## config.mk

```make
export PLATFORM = sky130hd
export DESIGN_NAME = intpol2_ch_sched
export DESIGN_NICKNAME = d
export VERILOG_FILES = /design/src/rtl/intpol2_sched_pkg.sv /design/src/rtl/intpol2_rr_arb.sv /design/src/rtl/intpol2_ch_sched.sv
export SDC_FILE = /design/constraint.sdc
export NUM_CORES = 1
export LEC_CHECK = 0
export ABC_AREA = 1
export ABC_CLOCK_PERIOD_IN_PS = 2420
export CORE_ASPECT_RATIO = 0.6
export CORE_MARGIN = 2
export CORE_UTILIZATION = 53
export DETAILED_ROUTE_END_ITERATION = 16
export GPL_TIMING_DRIVEN = 0
export HOLD_SLACK_MARGIN = 0.15
export MAX_ROUTING_LAYER = met4
export PLACE_DENSITY = 0.91
export SLEW_MARGIN = 20
export SYNTH_ARGS = -nofsm -noshare
export SYNTH_HDL_FRONTEND = slang
export SYNTH_SLANG_ARGS = --single-unit
```

## constraint.sdc

```tcl
create_clock -name clk -period 2.42 [get_ports clk]
set_input_delay 0.484 -clock clk [delete_from_list [all_inputs] [get_ports clk]]
set_output_delay 0.484 -clock clk [all_outputs]
set_load 0.05 [all_outputs]
```

## src/rtl/intpol2_sched_pkg.sv

```systemverilog
// Shared constants for the intpol2 channel scheduler: FSM state encodings,
// the start-to-busy acknowledge limit and default parameter values.
package intpol2_sched_pkg;

    localparam int NCH_DEF  = 4;
    localparam int CW_DEF   = 16;
    localparam int TO_W_DEF = 12;

    // Cycles the core may take to raise busy after a start pulse
    localparam int WB_LIMIT = 4;

    localparam logic [2:0] ST_IDLE      = 3'd0;
    localparam logic [2:0] ST_START     = 3'd1;
    localparam logic [2:0] ST_WAIT_BUSY = 3'd2;
    localparam logic [2:0] ST_RUN       = 3'd3;
    localparam logic [2:0] ST_ABORT     = 3'd4;

endpackage

```

## src/rtl/intpol2_rr_arb.sv

```systemverilog
// Combinational round-robin arbiter: searches req starting one past the
// previous winner and wrapping around, returns one-hot and index forms.
module intpol2_rr_arb
    import intpol2_sched_pkg::*;
#(
    parameter int NCH = NCH_DEF
) (
    input  logic [NCH-1:0]         req,
    input  logic [$clog2(NCH)-1:0] last,
    output logic [NCH-1:0]         winner,
    output logic [$clog2(NCH)-1:0] winner_idx,
    output logic                   any
);

    localparam int IW = $clog2(NCH);

    // Priority search unrolled per possible previous winner
    always_comb begin
        winner     = '0;
        winner_idx = '0;
        any        = 1'b0;
        for (int unsigned s = 0; s < NCH; s++) begin
            if (last == IW'(s)) begin
                for (int unsigned k = 1; k <= NCH; k++) begin
                    if (!any && req[(s + k) % NCH]) begin
                        any                      = 1'b1;
                        winner[(s + k) % NCH]    = 1'b1;
                        winner_idx               = IW'((s + k) % NCH);
                    end
                end
            end
        end
    end

endmodule

```

## src/rtl/intpol2_ch_sched.sv

```systemverilog
// Round-robin scheduler sharing one intpol2_D4 core among NCH channels.
// Grants a channel, pulses core start, tracks busy/done, counts frames
// and aborts the core when a frame overruns the watchdog.
module intpol2_ch_sched
    import intpol2_sched_pkg::*;
#(
    parameter int NCH  = NCH_DEF,
    parameter int CW   = CW_DEF,
    parameter int TO_W = TO_W_DEF
) (
    input  logic                   clk,
    input  logic                   rstn,
    input  logic                   en,
    input  logic [NCH-1:0]         ch_req,
    input  logic [NCH-1:0]         ch_en,
    input  logic [NCH-1:0]         ch_bypass,
    input  logic                   core_busy,
    input  logic                   core_done,
    input  logic                   clr_err,
    output logic                   core_start,
    output logic                   core_bypass,
    output logic [$clog2(NCH)-1:0] ch_sel,
    output logic [NCH-1:0]         grant,
    output logic                   sched_busy,
    output logic [NCH*CW-1:0]      frame_cnt,
    output logic [NCH-1:0]         err_sticky
);

    localparam int              IW       = $clog2(NCH);
    localparam logic [IW-1:0]   LAST_RST = IW'(NCH - 1);
    localparam logic [TO_W-1:0] WB_LAST  = TO_W'(WB_LIMIT - 1);

    logic [2:0]      state;
    logic [2:0]      state_nxt;
    logic [TO_W-1:0] wd;
    logic [TO_W-1:0] wd_inc;
    logic [IW-1:0]   last_winner;
    logic [NCH-1:0]  arb_winner;
    logic [IW-1:0]   arb_idx;
    logic            arb_any;
    logic            do_grant;
    logic            frame_done;
    logic            wb_fail;
    logic            err_hit;
    logic [NCH-1:0]  err_set;

    assign wd_inc  = wd + 1'b1;
    assign err_hit = wb_fail || (state == ST_ABORT);
    assign err_set = err_hit ? grant : '0;

    intpol2_rr_arb #(
        .NCH (NCH)
    ) u_arb (
        .req        (ch_req & ch_en),
        .last       (last_winner),
        .winner     (arb_winner),
        .winner_idx (arb_idx),
        .any        (arb_any)
    );

    // Next-state decode and per-cycle event flags
    always_comb begin
        state_nxt  = state;
        do_grant   = 1'b0;
        frame_done = 1'b0;
        wb_fail    = 1'b0;
        case (state)
            ST_IDLE: begin
                if (en && arb_any) begin
                    do_grant  = 1'b1;
                    state_nxt = ST_START;
                end
            end
            ST_START: state_nxt = ST_WAIT_BUSY;
            ST_WAIT_BUSY: begin
                if (core_busy) begin
                    state_nxt = ST_RUN;
                end else if (wd == WB_LAST) begin
                    wb_fail   = 1'b1;
                    state_nxt = ST_IDLE;
                end
            end
            ST_RUN: begin
                if (core_done) begin
                    frame_done = 1'b1;
                    state_nxt  = ST_IDLE;
                end else if (wd_inc == '1) begin
                    state_nxt = ST_ABORT;
                end
            end
            ST_ABORT: state_nxt = ST_IDLE;
            default:  state_nxt = ST_IDLE;
        endcase
    end

    // FSM state, grant registers and registered core controls
    always_ff @(posedge clk or negedge rstn) begin
        if (!rstn) begin
            state       <= ST_IDLE;
            sched_busy  <= 1'b0;
            core_start  <= 1'b0;
            core_bypass <= 1'b0;
            ch_sel      <= '0;
            grant       <= '0;
            last_winner <= LAST_RST;
        end else begin
            state      <= state_nxt;
            sched_busy <= (state_nxt != ST_IDLE);
            // start pulse follows START (new frame) or ABORT (clear core)
            core_start <= (state == ST_START) || (state == ST_ABORT);
            if (do_grant) begin
                grant       <= arb_winner;
                ch_sel      <= arb_idx;
                core_bypass <= ch_bypass[arb_idx];
            end else if (frame_done || err_hit) begin
                grant       <= '0;
                last_winner <= ch_sel;
            end
        end
    end

    // Shared counter: busy-acknowledge timer in WAIT_BUSY, watchdog in RUN
    always_ff @(posedge clk or negedge rstn) begin
        if (!rstn) begin
            wd <= '0;
        end else begin
            case (state)
                ST_START:     wd <= '0;
                ST_WAIT_BUSY: wd <= core_busy ? '0 : wd_inc;
                ST_RUN:       wd <= wd_inc;
                default:      wd <= wd;
            endcase
        end
    end

    // Sticky error flags; a new error beats a simultaneous clear
    always_ff @(posedge clk or negedge rstn) begin
        if (!rstn) begin
            err_sticky <= '0;
        end else begin
            err_sticky <= clr_err ? err_set : (err_sticky | err_set);
        end
    end

    // Saturating per-channel completed-frame counters
    always_ff @(posedge clk or negedge rstn) begin
        if (!rstn) begin
            frame_cnt <= '0;
        end else if (frame_done) begin
            for (int unsigned i = 0; i < NCH; i++) begin
                if (grant[i] && (frame_cnt[i*CW +: CW] != '1)) begin
                    frame_cnt[i*CW +: CW] <= frame_cnt[i*CW +: CW] + 1'b1;
                end
            end
        end
    end

endmodule
```

==> results.py <==
metrics = {
    "die": {
        "fp.dieW_um": 134,
        "die_area_sq_um": 11000,
        "core_area_sq_um": 9840,
        "die_y_um": 81.9,
        "initial_utilization_pct": 54.5,
        "fp-row-count": 28,
        "pin_count": 95,
    },
    "yosys": {
        "yosysTopAreaCell": "dfrtp_1",
        "synthDominantCellAreaShare_pct": 42.9,
        "synthSimpleGateAreaFrac_pct": 30.7,
        "yosysMostFrequentCell": "nand2_1",
        "synth_commonest_cells": "nand2_1, dfrtp_1, inv_1, nor2_1, xor2_1",
        "yosys.area_share.adder_pct": 1.40,
        "yosysWarnings": 0,
        "ys_types": 36,
        "synth_area_per_cell_sq_um": 7.66,
        "synth_edf_count": 0,
        "netlist_instances": 700,
        "synthArstFlopShare_pct": 100,
        "synth_compound_area_share_pct": 6.63,
        "syn_area_sq_um": 5360,
        "synth_top_family_by_area": "simple AND/OR/NAND/NOR gates",
        "synth_top_cells_by_area": "dfrtp_1, nand2_1, xor2_1",
        "synth_seq_area_share_pct": 43.9,
        "ys.flop_type": "dfrtp_1",
        "synth_xor_area_share_pct": 9.80,
        "synth-seq-cells": 94,
        "syn_nets": 724,
        "synth.area.mux_share_pct": 0,
    },
    "placed_design": {
        "place_hpwl_mm": 9.73,
        "port_buffers": 94,
        "dp_worst_setup_slack_ps": 94.6,
        "gp_congestion": 0.949,
    },
    "clock_network": {
        "cts.root.buffer_cell": "clkbuf_16",
        "cts_buffer_depth": 2,
        "h-tree-depth": 3,
        "cts_buffers": 9,
        "post_cts_resized": 0,
        "clkSlewWorstSetupHoldPaths_ps": 60,
        "cts_sinks": 94,
        "insertion_delay_ps": 340,
        "cts_tree": "done",
    },
    "critical_path": {
        "cp_slowest_cell": "clkdlybuf4s50_1",
        "required_ps": 1940,
        "path_cells": "clkdlybuf4s50_1",
        "endpoint_kind": "output pin",
        "crit_path_start_kind": "flop",
        "critical_path_class": "flop to output pin",
        "cp_data_arrival_time_ps": 1680,
        "crit_fanout": 6,
        "crit_family": "buffers and inverters",
        "cp.buffers_inverters": 1,
        "cpPeakStageDelay_ps": 850,
    },
    "detailed_routing": {
        "drt_iter0_drc": 474,
        "firstDrtPassIters": 5,
        "vias_per_cell": 5.24,
        "vias": 4957,
        "drc_errors": 0,
        "wl_per_cell_um": 13.6,
        "ant_nets": 0,
        "wl_mm": 12.9,
    },
    "power_and_ir_drop": {
        "power.density_nw_per_um2": 815,
        "p_leak_nw": 3.10,
        "power_frac_seq_pct": 37.1,
        "pwr-share-clk_pct": 25.4,
        "switching_share_pct": 40.6,
        "peakVddDrop_uv": 597,
        "intPower_w": 0.00330,
        "combPwrFrac_pct": 37.5,
        "p_switching_w": 0.00225,
    },
    "job": {
        "max_cap_violations": 0,
    },
    "global_route": {
        "antenna_found_initial": 0,
        "grt_max_degree": 75,
        "overflow": 0,
        "track_usage_pct": 25.5,
        "grt_pass1_wl_mm": 21.5,
        "grt_pass1_vias": 4471,
    },
    "final_layout": {
        "finish.utilization_pct": 69.2,
        "drive_gt1_share_pct": 6.04,
        "area_delta_synth_final_pct": 26.9,
        "multi_input_area_sq_um": 2600,
        "regArea_sq_um": 2350,
        "nets": 831,
        "fill_cells": 801,
        "diodes": 0,
    },
    "outcome": {
        "status": "finished clean",
    },
    "sta": {
        "skew_ps": 5.51,
        "tightest_slew_ps": 594,
        "fmax_mhz": 463,
        "hold_violations": 0,
        "drv_slew": 0,
        "fin_crit_sh_pct": 89.3,
        "slew_headroom_pct": 60.3,
        "rsz0062_at_grt": "false",
        "fin_ws_ps": 259,
        "final.min_clock_period_ps": 2160,
        "setup_viol": 0,
    },
    "min_path": {
        "hp-class": "flop to flop",
    },
}
-- sequential cells by signal (all words and copies together), names as in the netlist --
signal,cells
core_start,1
sched_busy,1
state,3
last_winner,2
core_bypass,1
wd,12
ch_sel,2
err_sticky,4
grant,4
frame_cnt,64
-- placed cells by master (no fill, tap or decap), types with 9 or more instances in the layout --
cell type        instances
clkbuf_16                9
nand3_1                 36
inv_1                   84
o21ai_0                 29
nor3_1                  15
nor2_1                  68
xor2_1                  44
xnor2_1                 16
nand2_1                209
clkdlybuf4s50_1         93
dfrtp_1                 92
o22ai_1                 14
nand4_1                 21
-- cell families after synthesis --
group | count (synthesis)
simple gates | 377
xor+xnor | 60
buf+inv | 100
compound gates | 63
fa+ha+maj | 6
flops | 94
-- power groups by stage --
stage / clock [W] / sequential [W] / combinational, W
floorplan: 0 / 0.00271 / 0.000730
global placement: 0 / 0.00208 / 0.00203
detailed placement: 0 / 0.00208 / 0.00206
CTS: 0.00144 / 0.00206 / 0.00207
global route: 0.00151 / 0.00210 / 0.00224
finish: 0.00141 / 0.00206 / 0.00208
-- metal layers --
layer,global-route usage (%),vias up,wire [um],part of all wire (%)
li1,-,2460,-,-
met1,37.3,2290,6460,50
met2,35.4,193,5230,41
met3,6.05,14,1060,8.2
met4,6.28,0,137,1.1
met5,-,-,0,0
-- area by class of cell --
class,count,share of cell area (%)
buffer,10,0.974
clock buffer,10,3.51
clock inverter,5,0.845
inverter,90,4.96
multi-input combinational,506,38.2
sequential,94,34.6
tap,135,2.48
timing repair buffer,96,14.4
-- stage by stage --
step | power [W] | cell area (sq um) | hold slack, ps | instances | setup TNS (ps)
global placement | 0.00411 | 6470 | 484 | 929 | -240830
floorplan | 0.00344 | 5360 | 188 | 700 | 0
global route | 0.00585 | 6810 | 522 | 946 | 0
CTS | 0.00557 | 6810 | 496 | 946 | 0
finish | 0.00555 | 6810 | 494 | 946 | 0
detailed placement | 0.00414 | 6500 | 347 | 930 | 0
-- worst paths after layout --
path / end / startpoint / cells past startpoint / slack (ps)
worst max-delay path: frame_cnt[38] / frame_cnt[38] / 1 / 260
worst min-delay path: frame_cnt[12] / frame_cnt[12] / 1 / 490
worst max register to register: frame_cnt[36] / frame_cnt[32] / 11 / 390
worst min register to register: frame_cnt[12] / frame_cnt[12] / 1 / 490
max in group asynchronous: last_winner[1] / rstn / 3 / 1210
min in group asynchronous: frame_cnt[20] / rstn / 2 / 550
-- repair_timing --
action / CTS / global route
setup endpoints to repair: 0 / 0
setup buffers: 0 / 0
hold endpoints to repair: 20 / 0
hold buffers: 1 / 0
(Power assumes the default switching activity.)
